==> src/rtl/csr_exec_unit_if.sv <==
// csr_exec_unit_if: groups the instruction handshake, CSR file port, trap/redirect
// and writeback signals of csr_exec_unit.
// Handshake rule: a transfer happens on a rising clk edge where valid and ready are
// both high; valid may not depend on ready, and payload is held while valid waits.
// master = the surrounding pipeline/CSR file, slave = csr_exec_unit.
interface csr_exec_unit_if #(
    parameter int XLEN   = 64,
    parameter int CSR_AW = 12
);
    logic              in_valid;
    logic              in_ready;
    logic [2:0]        in_op;
    logic              in_use_imm;
    logic [XLEN-1:0]   in_rs1;
    logic [4:0]        in_zimm;
    logic [CSR_AW-1:0] in_csr_addr;
    logic [XLEN-1:0]   in_pc;
    logic [CSR_AW-1:0] csr_idx;
    logic              csr_wr_en;
    logic [XLEN-1:0]   csr_wr_data;
    logic [XLEN-1:0]   csr_rd_data;
    logic [XLEN-1:0]   csr_mtvec;
    logic              exception;
    logic [XLEN-1:0]   exc_pc;
    logic              redirect_valid;
    logic [XLEN-1:0]   redirect_pc;
    logic              out_valid;
    logic              out_ready;
    logic              out_rd_we;
    logic [XLEN-1:0]   out_rd_data;

    modport master (
        output in_valid, in_op, in_use_imm, in_rs1, in_zimm, in_csr_addr, in_pc,
        input  in_ready,
        input  csr_idx, csr_wr_en, csr_wr_data,
        output csr_rd_data, csr_mtvec,
        input  exception, exc_pc, redirect_valid, redirect_pc,
        input  out_valid, out_rd_we, out_rd_data,
        output out_ready
    );

    modport slave (
        input  in_valid, in_op, in_use_imm, in_rs1, in_zimm, in_csr_addr, in_pc,
        output in_ready,
        output csr_idx, csr_wr_en, csr_wr_data,
        input  csr_rd_data, csr_mtvec,
        output exception, exc_pc, redirect_valid, redirect_pc,
        output out_valid, out_rd_we, out_rd_data,
        input  out_ready
    );
endinterface

==> src/rtl/csr_exec_unit.sv <==
// csr_exec_unit: execute-stage sequencer for CSRRW/CSRRS/CSRRC (reg/imm), ECALL, MRET.
// Flow: IDLE -> EXEC -> (REDIR) -> DONE -> IDLE. The CSR file port (index, write,
// exception) is decoded from the EXEC state so the read-modify-write sees this
// cycle's combinational csr_rd_data; all other outputs are registered.
// Optional build macro: CSR_ILLEGAL_CHK_EN turns unknown CSR addresses and writes to
// the read-only range into an illegal-instruction trap (mcause 2).
module csr_exec_unit #(
    parameter int XLEN   = 64,
    parameter int CSR_AW = 12
) (
    input  logic                  clk,
    input  logic                  rst_n,
    csr_exec_unit_if.slave        bus,
    output logic [1:0]            o_dbg_state
);
    typedef enum logic [1:0] {S_IDLE, S_EXEC, S_REDIR, S_DONE} state_t;

    localparam logic [2:0] OP_RW = 3'd1, OP_RS = 3'd2, OP_RC = 3'd3, OP_ECALL = 3'd4, OP_MRET = 3'd5;
    localparam logic [CSR_AW-1:0] A_MSTATUS = CSR_AW'(12'h300);
    localparam logic [CSR_AW-1:0] A_MTVEC   = CSR_AW'(12'h305);
    localparam logic [CSR_AW-1:0] A_MEPC    = CSR_AW'(12'h341);
    localparam logic [CSR_AW-1:0] A_MCAUSE  = CSR_AW'(12'h342);

    state_t            r_state;
    logic [2:0]        r_op;
    logic              r_use_imm;
    logic [XLEN-1:0]   r_rs1;
    logic [4:0]        r_zimm;
    logic [CSR_AW-1:0] r_addr;
    logic [XLEN-1:0]   r_pc;
    logic              r_in_ready;
    logic              r_out_valid;
    logic              r_out_rd_we;
    logic [XLEN-1:0]   r_out_rd_data;
    logic              r_redir_valid;
    logic [XLEN-1:0]   r_redir_pc;

    logic [XLEN-1:0]   w_src;
    logic              w_is_csr;
    logic              w_wr_attempt;
    logic              w_illegal;
    logic              w_trap;
    logic [CSR_AW-1:0] w_idx;
    logic              w_wr_en;
    logic [XLEN-1:0]   w_wr_data;
    logic              w_exc;
    logic [XLEN-1:0]   w_exc_pc;
    logic [XLEN-1:0]   w_target;

    assign w_src        = r_use_imm ? {{(XLEN-5){1'b0}}, r_zimm} : r_rs1;
    assign w_is_csr     = (r_op == OP_RW) || (r_op == OP_RS) || (r_op == OP_RC);
    // The zimm/rs1-index field decides whether a set/clear writes, for both forms.
    assign w_wr_attempt = (r_op == OP_RW) || (r_zimm != 5'd0);

`ifdef CSR_ILLEGAL_CHK_EN
    assign w_illegal = w_is_csr &&
                       (!((r_addr == A_MSTATUS) || (r_addr == A_MTVEC) ||
                          (r_addr == A_MEPC)    || (r_addr == A_MCAUSE)) ||
                        ((r_addr[CSR_AW-1 -: 2] == 2'b11) && w_wr_attempt));
`else
    assign w_illegal = 1'b0;
`endif

    assign w_trap = (r_op == OP_ECALL) || w_illegal;

    // CSR file port: active only in EXEC; reset in the same cycle suppresses the side effects.
    always_comb begin
        w_idx     = '0;
        w_wr_en   = 1'b0;
        w_wr_data = '0;
        w_exc     = 1'b0;
        w_exc_pc  = '0;
        w_target  = '0;
        if (r_state == S_EXEC) begin
            if (w_trap) begin
                w_idx     = A_MCAUSE;
                w_wr_en   = rst_n;
                w_wr_data = w_illegal ? XLEN'(2) : XLEN'(11);
                w_exc     = rst_n;
                w_exc_pc  = r_pc;
                w_target  = bus.csr_mtvec;
            end else if (r_op == OP_MRET) begin
                w_idx    = A_MEPC;
                w_target = bus.csr_rd_data;
            end else if (w_is_csr) begin
                w_idx   = r_addr;
                w_wr_en = rst_n && w_wr_attempt;
                case (r_op)
                    OP_RS:   w_wr_data = bus.csr_rd_data | w_src;
                    OP_RC:   w_wr_data = bus.csr_rd_data & ~w_src;
                    default: w_wr_data = w_src;
                endcase
            end
        end
    end

    // Sequencer: accept, execute, optional redirect, hold result until writeback takes it.
    always_ff @(posedge clk) begin
        if (!rst_n) begin
            r_state       <= S_IDLE;
            r_op          <= '0;
            r_use_imm     <= 1'b0;
            r_rs1         <= '0;
            r_zimm        <= '0;
            r_addr        <= '0;
            r_pc          <= '0;
            r_in_ready    <= 1'b1;
            r_out_valid   <= 1'b0;
            r_out_rd_we   <= 1'b0;
            r_out_rd_data <= '0;
            r_redir_valid <= 1'b0;
            r_redir_pc    <= '0;
        end else begin
            case (r_state)
                S_IDLE: begin
                    if (bus.in_valid) begin
                        r_op       <= bus.in_op;
                        r_use_imm  <= bus.in_use_imm;
                        r_rs1      <= bus.in_rs1;
                        r_zimm     <= bus.in_zimm;
                        r_addr     <= bus.in_csr_addr;
                        r_pc       <= bus.in_pc;
                        r_in_ready <= 1'b0;
                        r_state    <= S_EXEC;
                    end
                end
                S_EXEC: begin
                    if (w_trap || (r_op == OP_MRET)) begin
                        r_redir_valid <= 1'b1;
                        r_redir_pc    <= w_target;
                        r_state       <= S_REDIR;
                    end else begin
                        r_out_valid   <= 1'b1;
                        r_out_rd_we   <= w_is_csr;
                        r_out_rd_data <= w_is_csr ? bus.csr_rd_data : '0;
                        r_state       <= S_DONE;
                    end
                end
                S_REDIR: begin
                    r_redir_valid <= 1'b0;
                    r_redir_pc    <= '0;
                    r_out_valid   <= 1'b1;
                    r_out_rd_we   <= 1'b0;
                    r_out_rd_data <= '0;
                    r_state       <= S_DONE;
                end
                default: begin
                    if (bus.out_ready) begin
                        r_out_valid   <= 1'b0;
                        r_out_rd_we   <= 1'b0;
                        r_out_rd_data <= '0;
                        r_in_ready    <= 1'b1;
                        r_state       <= S_IDLE;
                    end
                end
            endcase
        end
    end

    assign bus.in_ready       = r_in_ready;
    assign bus.csr_idx        = w_idx;
    assign bus.csr_wr_en      = w_wr_en;
    assign bus.csr_wr_data    = w_wr_data;
    assign bus.exception      = w_exc;
    assign bus.exc_pc         = w_exc_pc;
    assign bus.redirect_valid = r_redir_valid;
    assign bus.redirect_pc    = r_redir_pc;
    assign bus.out_valid      = r_out_valid;
    assign bus.out_rd_we      = r_out_rd_we;
    assign bus.out_rd_data    = r_out_rd_data;
    assign o_dbg_state        = r_state;
endmodule

==> src/flat_wrapper.sv <==
// flat-port wrapper written by rule: the top's interface ports become plain ports
module csr_exec_unit_flat 
#(
    parameter int XLEN   = 64,
    parameter int CSR_AW = 12
)
  (clk, rst_n, o_dbg_state, bus_in_valid, bus_in_op, bus_in_use_imm, bus_in_rs1, bus_in_zimm, bus_in_csr_addr, bus_in_pc, bus_in_ready, bus_csr_idx, bus_csr_wr_en, bus_csr_wr_data, bus_csr_rd_data, bus_csr_mtvec, bus_exception, bus_exc_pc, bus_redirect_valid, bus_redirect_pc, bus_out_valid, bus_out_rd_we, bus_out_rd_data, bus_out_ready);
  csr_exec_unit_if #(.XLEN(XLEN), .CSR_AW(CSR_AW)) bus_i ();
  input  logic clk;
  input  logic rst_n;
  output logic [1:0] o_dbg_state;
  input wire logic [$bits(bus_i.in_valid)-1:0] bus_in_valid;
  input wire logic [$bits(bus_i.in_op)-1:0] bus_in_op;
  input wire logic [$bits(bus_i.in_use_imm)-1:0] bus_in_use_imm;
  input wire logic [$bits(bus_i.in_rs1)-1:0] bus_in_rs1;
  input wire logic [$bits(bus_i.in_zimm)-1:0] bus_in_zimm;
  input wire logic [$bits(bus_i.in_csr_addr)-1:0] bus_in_csr_addr;
  input wire logic [$bits(bus_i.in_pc)-1:0] bus_in_pc;
  output wire logic [$bits(bus_i.in_ready)-1:0] bus_in_ready;
  output wire logic [$bits(bus_i.csr_idx)-1:0] bus_csr_idx;
  output wire logic [$bits(bus_i.csr_wr_en)-1:0] bus_csr_wr_en;
  output wire logic [$bits(bus_i.csr_wr_data)-1:0] bus_csr_wr_data;
  input wire logic [$bits(bus_i.csr_rd_data)-1:0] bus_csr_rd_data;
  input wire logic [$bits(bus_i.csr_mtvec)-1:0] bus_csr_mtvec;
  output wire logic [$bits(bus_i.exception)-1:0] bus_exception;
  output wire logic [$bits(bus_i.exc_pc)-1:0] bus_exc_pc;
  output wire logic [$bits(bus_i.redirect_valid)-1:0] bus_redirect_valid;
  output wire logic [$bits(bus_i.redirect_pc)-1:0] bus_redirect_pc;
  output wire logic [$bits(bus_i.out_valid)-1:0] bus_out_valid;
  output wire logic [$bits(bus_i.out_rd_we)-1:0] bus_out_rd_we;
  output wire logic [$bits(bus_i.out_rd_data)-1:0] bus_out_rd_data;
  input wire logic [$bits(bus_i.out_ready)-1:0] bus_out_ready;
  assign bus_i.in_valid = bus_in_valid;
  assign bus_i.in_op = bus_in_op;
  assign bus_i.in_use_imm = bus_in_use_imm;
  assign bus_i.in_rs1 = bus_in_rs1;
  assign bus_i.in_zimm = bus_in_zimm;
  assign bus_i.in_csr_addr = bus_in_csr_addr;
  assign bus_i.in_pc = bus_in_pc;
  assign bus_in_ready = bus_i.in_ready;
  assign bus_csr_idx = bus_i.csr_idx;
  assign bus_csr_wr_en = bus_i.csr_wr_en;
  assign bus_csr_wr_data = bus_i.csr_wr_data;
  assign bus_i.csr_rd_data = bus_csr_rd_data;
  assign bus_i.csr_mtvec = bus_csr_mtvec;
  assign bus_exception = bus_i.exception;
  assign bus_exc_pc = bus_i.exc_pc;
  assign bus_redirect_valid = bus_i.redirect_valid;
  assign bus_redirect_pc = bus_i.redirect_pc;
  assign bus_out_valid = bus_i.out_valid;
  assign bus_out_rd_we = bus_i.out_rd_we;
  assign bus_out_rd_data = bus_i.out_rd_data;
  assign bus_i.out_ready = bus_out_ready;
  csr_exec_unit #(.XLEN(XLEN), .CSR_AW(CSR_AW)) u_core (.clk(clk), .rst_n(rst_n), .bus(bus_i), .o_dbg_state(o_dbg_state));
endmodule
==> config.mk <==
export PLATFORM = sky130hd
export DESIGN_NAME = csr_exec_unit_flat
export DESIGN_NICKNAME = d
export VERILOG_FILES = /design/src/rtl/csr_exec_unit_if.sv /design/src/rtl/csr_exec_unit.sv /design/src/flat_wrapper.sv
export SDC_FILE = /design/constraint.sdc
export NUM_CORES = 1
export LEC_CHECK = 0
export ABC_AREA = 1
export BUFFER_PORTS_ARGS = -buffer_cell sky130_fd_sc_hd__buf_2
export CAP_MARGIN = 20
export CORE_AREA = 2 2 219 221
export DETAILED_ROUTE_END_ITERATION = 16
export DIE_AREA = 0 0 221 223
export PLACE_DENSITY_LB_ADDON = 0.25
export SLEW_MARGIN = 20
export SYNTH_ARGS = -nofsm -noshare
export SYNTH_HDL_FRONTEND = slang
export SYNTH_SLANG_ARGS = --single-unit
==> constraint.sdc <==
create_clock -name clk -period 2.2 [get_ports clk]
set_clock_uncertainty 0.1 [all_clocks]
set_input_delay 0 -clock clk [delete_from_list [all_inputs] [get_ports clk]]
set_output_delay 0 -clock clk [all_outputs]
set_load 0.02 [all_outputs]
### Word level (Yosys, flattened, before mapping)

Cells that the tools add are included.

| cells by class | value |
|---|---|
| multiply operators | 0 |
| magnitude comparators | 0 |
| $add $sub $neg | 0 |
| divide/modulo/power cells | 0 |
| eq/ne operators | 10 |
| shifts and indexed selects | 0 |
| muxes and demuxes | 40 |
| reduce and logical (&&, ||, !) cells | 17 |
| bitwise gates (word level) | 5 |

Operators with widths:

| operator | count |
|---|---|
| two-way mux 64 bit | 13 |
| one-hot mux 64 bit (2 select lines) | 2 |
| one-hot mux 64 bit (3 select lines) | 1 |
| AND 64 bit | 1 |
| inverter 64 bit | 1 |
| bitwise OR 64 bit | 1 |
| two-way mux 12 bit | 4 |
| two-way mux 1 bit | 13 |
| == test 3 x 2 -> 1 bit, second input constant | 2 |
| == test 3 bit, second input constant | 2 |
| inequality test 2 bit, second input constant | 3 |
| one-hot mux 1 bit (3 select lines) | 2 |
| one-hot mux 2 bit (3 select lines) | 1 |
| AND reduction 2 bit | 3 |
| AND reduction 3 bit | 2 |
| nonzero test 5 bit | 1 |
| logical OR 1 bit | 4 |
| two-way mux 2 bit | 2 |
| one-hot mux 1 bit (2 select lines) | 2 |
| nonzero test 2 bit | 2 |
| nonzero test 4 bit | 1 |
| == test 3 x 1 -> 1 bit, second input constant | 1 |
| nonzero test 3 bit | 1 |
| == test 2 x 1 -> 1 bit, second input constant | 1 |
| 5 further kinds | 6 |

| word-level totals | value |
|---|---|
| RAM bits | 0 |
| bits in latches | 0 |
| bits in registers | 283 |
| memories kept | 0 |
| output and inout bits | 276 |
| logic and storage cells | 85 |
| bits of input ports | 281 |
| bits in read-only memories | 0 |

### Depth between registers and ports, before layout

Gate-level depths: netlist (run 1).

| depth | value |
|---|---|
| word-level depth | 8 |
| depth in mapped cells | 11 |
| mapped depth without buffers | 9 |

### Least setup slack after synthesis (run 1)

Ideal clock, no wire load.

| path | value |
|---|---|
| path kind | flip-flop to flip-flop |
| from | register u_core.r_state[1], in the netlist u_core.o_dbg_state[1] |
| to | register u_core.r_out_rd_data[0], in the netlist u_core.bus.out_rd_data[0] |
| arrival | 1.703 ns |
| buffers on the path | 3 |
| clock period less this slack | 1.935 ns |
| path slack | 0.265 ns |
| library setup time | 0.132 ns |
| required time | 1.968 ns |
| stages on the path, launching flop included | 10 |
| path through | dfxtp_1 inv_1 ha_1 clkbuf_2 inv_1 clkbuf_1 clkbuf_1 nor2_1 nand2_1 a21oi_1 |

| between the ends | value |
|---|---|
| word-level cells in the longest chain between the ends | 3 |
| elaborated cells on any way between the ends | 8 |
| those cells by class | eq/ne: 3; mux: 1; bitwise: 1; reduce/logical: 3 |

Ends and longest elaborated chain:

| element | RTL line | RTL |
|---|---|---|
| start: declaration | csr_exec_unit.sv:24 | `state_t r_state;` |
| start signal: assignment | csr_exec_unit.sv:100 | `r_state <= S_IDLE;` |
| start signal: assignment | csr_exec_unit.sv:124 | `r_state <= S_EXEC;` |
| start signal: assignment | csr_exec_unit.sv:131 | `r_state <= S_REDIR;` |
| == test 2 x 1 -> 1 bit (tied with other cells) | csr_exec_unit.sv:114 | `case (r_state)` |
| inequality test 2 bit (no line) (tied with other cells) | - |  |
| AND reduction 3 bit (no line) | - |  |
| end signal: assignment | csr_exec_unit.sv:135 | `r_out_rd_data <= w_is_csr ? bus.csr_rd_data : '0;` |
| end: declaration | csr_exec_unit.sv:34 | `logic [XLEN-1:0] r_out_rd_data;` |

Several ways; a longest one is shown, not always the timed one.
A chain may end at the register's enable or synchronous reset.

### Worst setup path in the final report (run 1)

| path | value |
|---|---|
| from | register u_core.r_op[1] |
| to | output bus_csr_wr_data[23] |

| between the ends | value |
|---|---|
| word-level cells in the longest chain between the ends | 7 |
| elaborated cells on any way between the ends | 12 |
| those cells by class | eq/ne: 5; mux: 5; reduce/logical: 2 |

Ends and longest elaborated chain:

| element | RTL line | RTL |
|---|---|---|
| start: declaration | csr_exec_unit.sv:25 | `logic [2:0] r_op;` |
| start signal: assignment | csr_exec_unit.sv:117 | `r_op <= bus.in_op;` |
| parallel branches: the longest is 5 deep, another holds one-hot mux 64 bit (2 select lines) | - |  |
| two-way mux 64 bit * | csr_exec_unit.sv:75 | `if (w_trap) begin` |
| two-way mux 64 bit * | csr_exec_unit.sv:74 | `if (r_state == S_EXEC) begin` |
| end: declaration | flat_wrapper.sv:22 | `output wire logic [$bits(bus_i.csr_wr_data)-1:0] bus_csr_wr_data;` |

Every way passes the cells marked *.

==> impl_summary.md, run 1 <==
Outcome
The run finished with clean final reports.

Placement
The placed wire-length estimate after detailed placement is 42100 um. Including well taps, the total number of placed cells is 3074. Before CTS, the worst setup slack after placement is roughly 0.25 ns. Routability-driven placement finished with a final weighted congestion of 0.846. The count of buffers inserted at the top-level ports is 556.

GRT
The via count of the first global-routing pass is 17288. Entering global routing, the biggest net connects 82 pins. The first global-routing pass estimated 97300 um of wire. The number of antenna violations at the first check in global routing came to 5. The sum of overflow across all layers after global routing is 0. In the global route stage, overall resource usage came out at 24.9%.

Yosys
The synthesized net count is between 2000 and 2500. The mean area per synthesized cell is ~6.6 sq um. Summed over all instances, the cell type with the most area after synthesis is sky130_fd_sc_hd__dfxtp_1. In the synthesized netlist, the number of instances is 2036. In the post-synthesis netlist, the biggest area contributors are sky130_fd_sc_hd__dfxtp_1 42%, sky130_fd_sc_hd__nand3_1 12%, sky130_fd_sc_hd__nand2_1 11%, sky130_fd_sc_hd__a21oi_1 10%, sky130_fd_sc_hd__nor2_1 8.3%. The total of warnings raised by yosys is 0. The share of the synthesized area in the top cell type is 42.5%. The synthesized flop and latch total is 283. The sequential-to-total area share from yosys stat is 42.5%. The synthesized netlist contains 21 unique library cells. After synthesis the cells add up to around 13000 sq um.

Finish
The layout net count is roughly 3100. Cells with a size suffix above 1 make up 24.5% of the layout. The number of fillers in the final layout is 4664. The most common cell after layout, fill and taps aside is sky130_fd_sc_hd__buf_2. The post-layout instance count excluding filler cells is 3483. Leaving out fill and tap cells, the most frequent cells in the layout are 548 x sky130_fd_sc_hd__buf_2, 383 x sky130_fd_sc_hd__nand2_1, 336 x sky130_fd_sc_hd__dlygate4sd3_1, 329 x sky130_fd_sc_hd__nand3_1, 289 x sky130_fd_sc_hd__nor2_1. The synthesis-to-finish area growth is 62.9%.

Timing
For the finished layout, the period the worst path requires is around 2.1 ns. The fraction of the cycle the final worst path needs is 96.4%. The maximum operating frequency is 472 MHz. Setup violations remaining at the end of the flow were counted as 0. The slew at the pin with the worst max-slew slack is ~0.73 ns. The final count of hold timing violations is 0.

The total count of max-transition violations in the final report is 0. The worst slew margin relative to its limit is 51.6%. For the final routed database, the setup TNS stands at 0 ns. The post-route worst setup slack is about 0.08 ns.

Setup repair after global routing could not meet its margin everywhere.

Clock tree
The number of levels in the clock H-tree is 2. The clock insertion delay at the later pin of the skew report is 0.53 ns. The CTS tree is done. The clock slew at the register clock pins of the worst setup and hold paths is 0.06 ns. Counting the buffers created by CTS gives 37. The tree is rooted in a sky130_fd_sc_hd__clkbuf_16. The total number of clock tree sinks is 283.

In this run the deepest clock path goes through 3 buffers.

Power and ir drop
The power share of the sequential group is 30.6%. The total internal power is approximately 13000 uW. The total power per unit cell area is 963 nW/um^2. In this run the static leakage power is 0.00971 uW. The switching power is 8380 uW. The combinational fraction of design power is between 40% and 50%. The maximum vdd ir drop is 0.581 mV.

The net switching share of the total power is 40.0%. The clock network power share is between 20% and 30%.

Drt
The detail-routed net length per standard cell is 18.8 um. Once detail routing completed, the nets flagged for antenna violations numbered 0. After detailed routing, the number of remaining DRC violations is 0. Using the TritonRoute via totals, the vias-per-cell ratio works out to 5.08.

The number of iterations in the first detailed-routing pass is 9. The initial DRC count is 1592. The wire length reported by the detailed router is 65300 um. The number of vias after detailed routing is between 15000 and 20000.

Floorplanning
The die outline height is approximately 220 um. The die boundary width is roughly 220 um. 557 I/O pins were placed. In this run the core area contains 80 standard-cell rows.

The region available for standard cell placement spans around 47000 sq um. The floorplan die area is about 49000 sq um. The initial standard-cell utilization of the core is 28.3%.

Worst setup path
The critical path launch point is u_core.r_op[1]. The capturing element type of the critical path is an output pin. The largest fanout on the critical path is 16. By startpoint and endpoint, the worst setup path is classified as reg -> out. For the worst setup path, the data arrival time is 2.02 ns. The type of element launching the critical path is a flip-flop. For the worst setup path, the data required time is around 2.1 ns. The startpoint identified for the worst register-to-register timing path is u_core.r_op[0].

Min path
The launch instance of the worst min-delay path is bus_in_rs1[13]. The tightest min-delay check is of the in -> reg type.

Flow run
Across the run, the number of max-cap violations was 0.
area by class of cell:
cell class	instances	area, sq um	share of cell area (%)
Clock buffer	51	1040	4.78
Sequential cell	283	5680	26.1
Tap cell	615	769	3.54
Clock inverter	9	124	0.570
Multi-Input combinational cell	1478	6700	30.8
Timing Repair Buffer	955	7080	32.6
Inverter	90	348	1.60
Antenna cell	2	5.00	0.0230
metrics by stage:
step	utilization, %	hold slack (ns)	power, uW	cell area [sq um]
finish	46.1	0.164	20900	21700
global route	46.1	0.166	22100	21700
CTS	45.6	0.125	20800	21500
detailed placement	35.9	0.156	14100	16900
global placement	35.9	0.154	14000	16900
floorplan	-	0.0667	11000	13300
sequential cells by signal, indices dropped and copies added, names as in the netlist:
name	count
u_core.bus.redirect_pc	64
u_core.r_addr	12
u_core.o_dbg_state	2
u_core.bus.out_rd_data	64
u_core.r_rs1	64
u_core.bus.redirect_valid	1
u_core.r_use_imm	1
u_core.bus.out_rd_we	1
u_core.bus.in_ready	1
u_core.bus.out_valid	1
u_core.r_zimm	5
u_core.r_pc	64
u_core.r_op	3
repair_timing:
action | CTS | global route
cloned | 0 | 4
endpoints found under the hold margin | 280 | 0
resized for setup | 12 | 25
pin swaps | 0 | 2
setup buffers | 0 | 7
hold buffers | 336 | 0
endpoints found under the setup margin | 127 | 51
worst paths after layout:
kind / to / slack, ns / depth (start not counted)
worst max-delay path: bus_csr_wr_data[23] / 0.08 / 7
worst min-delay path: u_core.r_rs1[13] / 0.16 / 4
worst max register to register: u_core.bus.redirect_pc[33] / 0.10 / 7
worst min register to register: u_core.r_pc[27] / 0.35 / 2
logic make-up after synthesis:
logic type,synth area share (%)
AND/OR/NAND/NOR,31.9
AO/OA/AOI/OAI,17.1
flip-flops,42.5
buffers and inverters,8.20
adder cells (fa/ha/maj),0.375
worst max-delay path, stage by stage, from the launching register on:
cell and delay, ns:
sky130_fd_sc_hd__dfxtp_4 0.39, sky130_fd_sc_hd__inv_4 0.07, sky130_fd_sc_hd__nor2_4 0.19, sky130_fd_sc_hd__buf_4 0.18, sky130_fd_sc_hd__clkbuf_16 0.19, sky130_fd_sc_hd__nand3_1 0.08
sky130_fd_sc_hd__a21oi_1 0.18, sky130_fd_sc_hd__buf_2 0.19
synthesized netlist by cell type:
master                       n
sky130_fd_sc_hd__nor2_2      1
sky130_fd_sc_hd__buf_4       4
sky130_fd_sc_hd__clkbuf_1  124
sky130_fd_sc_hd__a21oi_1   274
sky130_fd_sc_hd__nand2_1   388
sky130_fd_sc_hd__inv_2       5
sky130_fd_sc_hd__nand4_1     1
sky130_fd_sc_hd__buf_1      19
sky130_fd_sc_hd__inv_1      85
sky130_fd_sc_hd__buf_2      36
sky130_fd_sc_hd__o21ai_1     7
sky130_fd_sc_hd__dfxtp_1   283
sky130_fd_sc_hd__nand3_1   331
sky130_fd_sc_hd__nand3_2     1
sky130_fd_sc_hd__ha_1        4
sky130_fd_sc_hd__clkbuf_2    2
sky130_fd_sc_hd__nor3_1      3
sky130_fd_sc_hd__o22ai_1     1
sky130_fd_sc_hd__nor2_1    294
sky130_fd_sc_hd__o211ai_1    1
sky130_fd_sc_hd__o21ai_0   172
power groups by stage:
stage                     registers (uW)  clock network, uW  logic (uW)
after floorplan                     6490                  0        4500
after global placement              6460                  0        7530
after detailed placement            6480                  0        7620
after CTS                           6390               6120        8320
after global routing                6490               6300        9330
final                               6400               5960        8580
metal layers:
metal  share of wire, %  vias to the layer above  GRT usage (%)  wire, um
li1                   -                     8305              -         -
met1                 39                     8101           29.6     25700
met2                 47                     1032           41.6     30700
met3                8.4                      239           5.41      5460
met4                5.3                        2           13.8      3490
met5              0.020                        -              0        13
(Power assumes the default switching activity.)
==> inputs of run 2 (changes only) <==
- ABC_AREA: 1 -> not set
- CORE_AREA: 2 2 219 221 -> 2 2 217 219
- DIE_AREA: 0 0 221 223 -> 0 0 219 221
==> impl_summary.md, run 2 <==
Yosys
The most numerous cell in the Yosys netlist is sky130_fd_sc_hd__nand2_1 (unchanged). The synthesized flop and latch total is 283 (unchanged). The cell accounting for the most synthesized area is sky130_fd_sc_hd__dfxtp_1 (unchanged). The cell count after synthesis came to 1682 (was 2036). The sequential-to-total area share from yosys stat is 40.6% (was 42.5%).

The most common flop cell mapped by yosys is sky130_fd_sc_hd__dfxtp_1 (unchanged). The post-synthesis cell area is 13900 sq um (was 13300 sq um). The synthesized net count is 1967 (was 2321). Synth cell count leaders: 370 x sky130_fd_sc_hd__nand2_1, 283 x sky130_fd_sc_hd__dfxtp_1, 150 x sky130_fd_sc_hd__a21boi_0 (was 388 x sky130_fd_sc_hd__nand2_1, 331 x sky130_fd_sc_hd__nand3_1, 294 x sky130_fd_sc_hd__nor2_1). The total of warnings raised by yosys is 0 (unchanged). The fraction of the mapped netlist area in simple logic gates is 25.0% (was 31.9%). The post-synthesis mux area share is 5.63% (was 0%). The mean area per synthesized cell is 8.29 sq um (was 6.55 sq um). The number of library cell types mapped by synthesis was 39 (was 21). The share of the synthesized area in the top cell type is 40.6% (was 42.5%).

Top post-synthesis cells by area: sky130_fd_sc_hd__dfxtp_1 41%, sky130_fd_sc_hd__nand2_1 10%, sky130_fd_sc_hd__a21boi_0 8.1%, sky130_fd_sc_hd__nand2b_1 5.5%, sky130_fd_sc_hd__mux2_2 5.4% (was sky130_fd_sc_hd__dfxtp_1 42%, sky130_fd_sc_hd__nand3_1 12%, sky130_fd_sc_hd__nand2_1 11%, sky130_fd_sc_hd__a21oi_1 10%, sky130_fd_sc_hd__nor2_1 8.3%). The compound-cell area share of the yosys netlist is 22.9% (was 17.1%). The share of flip-flops with an asynchronous set or reset after synthesis was 0% (unchanged). The combinational family with the most area after synthesis is simple AND/OR/NAND/NOR gates (unchanged). The number of enable flip-flop cells after synthesis was 0 (unchanged). The adder-cell share of the synthesized area is 0.359% (was 0.375%). The parity-gate share of the synthesized area counting xor and xnor cells is 0% (unchanged).

Timing
The fraction of the cycle the final worst path needs is 99.7% (was 96.4%). The slew at the pin with the worst max-slew slack is 0.795 ns (was 0.725 ns). The worst slew margin relative to its limit is 47.0% (was 51.6%).

The time the final worst path needs with I/O delays and setup came to 2.19 ns (was 2.12 ns). The worst hold-check slack is 0.154 ns (was 0.164 ns). Unrepaired setup endpoints after global routing: true (unchanged). The maximum operating frequency came to 456 MHz (was 472 MHz). The count of final setup violators is 0 (unchanged). The final count of hold timing violations is 0 (unchanged). The total count of max-transition violations in the final report is 0 (unchanged).

Drt
The post-detailed-route count of antenna-violating nets is 0 (unchanged). The wire length reported by the detailed router is 61400 um (was 65300 um). The detail-routed net length per standard cell was 19.9 um (was 18.8 um).

The initial DRC count is 879 (was 1592). The DRC violation count after routing is 0 (unchanged). The via count normalized by instance count came to 5.06 (was 5.08).

The number of vias after detailed routing is 15576 (was 17679). The number of iterations in the first detailed-routing pass is 5 (was 9).

Power and ir drop
The maximum vdd ir drop was 0.614 mV (was 0.581 mV). The total power per unit cell area is 816 nW/um^2 (was 963 nW/um^2). The total power draw is 18100 uW (was 20900 uW). The static leakage is 0.00980 uW (was 0.00971 uW).

Clock tree
The buffer depth of the longest clock path was 3 (unchanged). The clock insertion delay at the later pin of the skew report is 0.54 ns (was 0.53 ns). The number of levels in the clock H-tree is 2 (unchanged). The CTS tree is done (unchanged). The buffer cell driving the clock tree root is sky130_fd_sc_hd__clkbuf_16 (unchanged). The number of buffers added by the clock tree synthesis step came to 36 (was 37). The total number of clock tree sinks was 283 (unchanged). The clock slew at the register clock pins of the worst setup and hold paths is 0.06 ns (about the same).

Floorplanning
The I/O pin count is 557 (unchanged). The core region area was 46100 sq um (was 47100 sq um). The initial standard-cell utilization of the core came to 30.3% (was 28.3%). The die boundary width is 219 um (was 221 um).

The die outline height is 221 um (was 223 um). The row count is 79 (was 80). The floorplan die area is 48400 sq um (was 49300 sq um).

Worst setup path
The capturing element type of the critical path is an output pin (unchanged). The launching point of the worst reg2reg path is u_core.o_dbg_state[0] (was u_core.r_op[0]). The type of element launching the critical path is a flip-flop (unchanged).

The data arrival at the endpoint of the critical path is 2.09 ns (was 2.02 ns). The type of the worst setup path is reg -> out (unchanged). The critical path launch point is u_core.o_dbg_state[0] (was u_core.r_op[1]). The largest fanout on the critical path is 8 (was 16). The data required time of the worst path is 2.10 ns (about the same).

GRT
The global-route total usage across every layer came to 23.5% (was 24.9%). The via count of the first global-routing pass was 15550 (was 17288). The sum of overflow across all layers after global routing came to 0 (unchanged).

The number of antenna violations at the first check in global routing is 3 (was 5). The maximum number of pins on one net before global-route repair is 109 (was 82). The wire length of the first global-routing pass is 89800 um (was 97300 um).

Flow run
The number of maximum-capacitance violations came to 0 (unchanged).

Finish
The layout net count is 2735 (was 3130). The post-layout instance count excluding filler cells is 3079 (was 3483). The synthesis-to-finish area growth came to 59.5% (was 62.9%).

The multi-input gate area in the final layout came to 7790 sq um (was 6700 sq um). The sequential standard cell area came to 5680 sq um (about the same). The most common cell after layout, fill and taps aside was sky130_fd_sc_hd__buf_2 (unchanged). The utilization after layout is 48.3% (was 46.1%). The fraction of layout cells with a size suffix above 1 is 32.3% (was 24.5%). The finished layout cell area is 22200 sq um (was 21700 sq um). Highest-count cells in the layout ignoring fill and taps: 487 x sky130_fd_sc_hd__buf_2, 369 x sky130_fd_sc_hd__nand2_1, 285 x sky130_fd_sc_hd__dlygate4sd3_1, 277 x sky130_fd_sc_hd__dfxtp_1, 150 x sky130_fd_sc_hd__a21boi_0 (was 548 x sky130_fd_sc_hd__buf_2, 383 x sky130_fd_sc_hd__nand2_1, 336 x sky130_fd_sc_hd__dlygate4sd3_1, 329 x sky130_fd_sc_hd__nand3_1, 289 x sky130_fd_sc_hd__nor2_1).

The number of fillers in the final layout is 4331 (was 4664).

Min path
The launch instance of the worst min-delay path was bus_in_pc[43] (was bus_in_rs1[13]). The worst min-delay path class is in -> reg (unchanged).

Placement
The placed wire-length estimate after detailed placement is 37400 um (was 42100 um). The placed cell area is 17400 sq um (was 16900 sq um). The count of buffers inserted at the top-level ports is 556 (unchanged).

The number of placed instances with taps included is 2709 (was 3074). The final weighted congestion in routability-driven placement is 0.829 (was 0.846).

Outcome
Outcome: finished, final reports clean (unchanged).
## run 2: what timing repair did
action	in CTS	in global routing
buffers inserted	5	9
gates resized for setup	61	90
gates cloned	4	7
setup endpoints to repair	137	138
hold buffers	285	0
endpoints found under the hold margin	280	0
pin swaps	1	4
## run 2: metal layers
layer / part of all wire [%] / track usage [%]
met1: 41 / 28.3
met2: 48 / 39.6
met3: 6.9 / 5.70
met4: 4.3 / 10.5
met5: 0 / 0
## run 2: area by class of cell
class,instances,area share (%)
Multi-Input combinational cell,1220,35.0
Tap cell,607,3.42
Timing Repair Buffer,905,30.8
Inverter,4,0.0788
Clock inverter,9,0.456
Antenna cell,3,0.0338
Clock buffer,48,4.62
Sequential cell,283,25.6
## run 2: power breakdown
group | switching [uW] | leakage [uW] | total [uW] | internal [uW]
registers | 345 | 0.00231 | 6080 | 5740
logic | 3790 | 0.00694 | 6220 | 2430
clock network | 2350 | 0.000557 | 5830 | 3490
total | 6480 | 0.00980 | 18100 | 11700
## run 2: worst paths after layout
| path | to | slack, ns | cells after the start |
|---|---|---|---|
| min | u_core.r_pc[43] | 0.15 | 4 |
| min reg2reg | u_core.r_pc[54] | 0.36 | 2 |
| max reg2reg | u_core.r_rs1[22] | 0.05 | 7 |
| max | bus_exc_pc[44] | 0.007 | 6 |
## run 2: through the flow
step	setup slack, ns	setup TNS (ns)
CTS	0.00223	0
detailed placement	0.162	0
floorplan	0.0782	0
global placement	0.241	0
global route	-0.0734	-3.35
finish	0.00672	0
## run 2: kinds of logic (layout without fill, tap and decap cells)
logic type      count (synthesis)  count (layout)
simple gates                  717             717
compound gates                429             429
flops                         283             283
buf+inv                       179             966
mux                            70              70
fa+ha+maj                       4               4
other cells                     0               3
## run 2: worst max-delay path, stage by stage, from the launching register on
cell                        delay [ns]
sky130_fd_sc_hd__dfxtp_2          0.40
sky130_fd_sc_hd__ha_4             0.16
sky130_fd_sc_hd__buf_6            0.12
sky130_fd_sc_hd__and3_4           0.32
sky130_fd_sc_hd__clkbuf_16        0.21
sky130_fd_sc_hd__and2_1           0.15
sky130_fd_sc_hd__buf_2            0.17
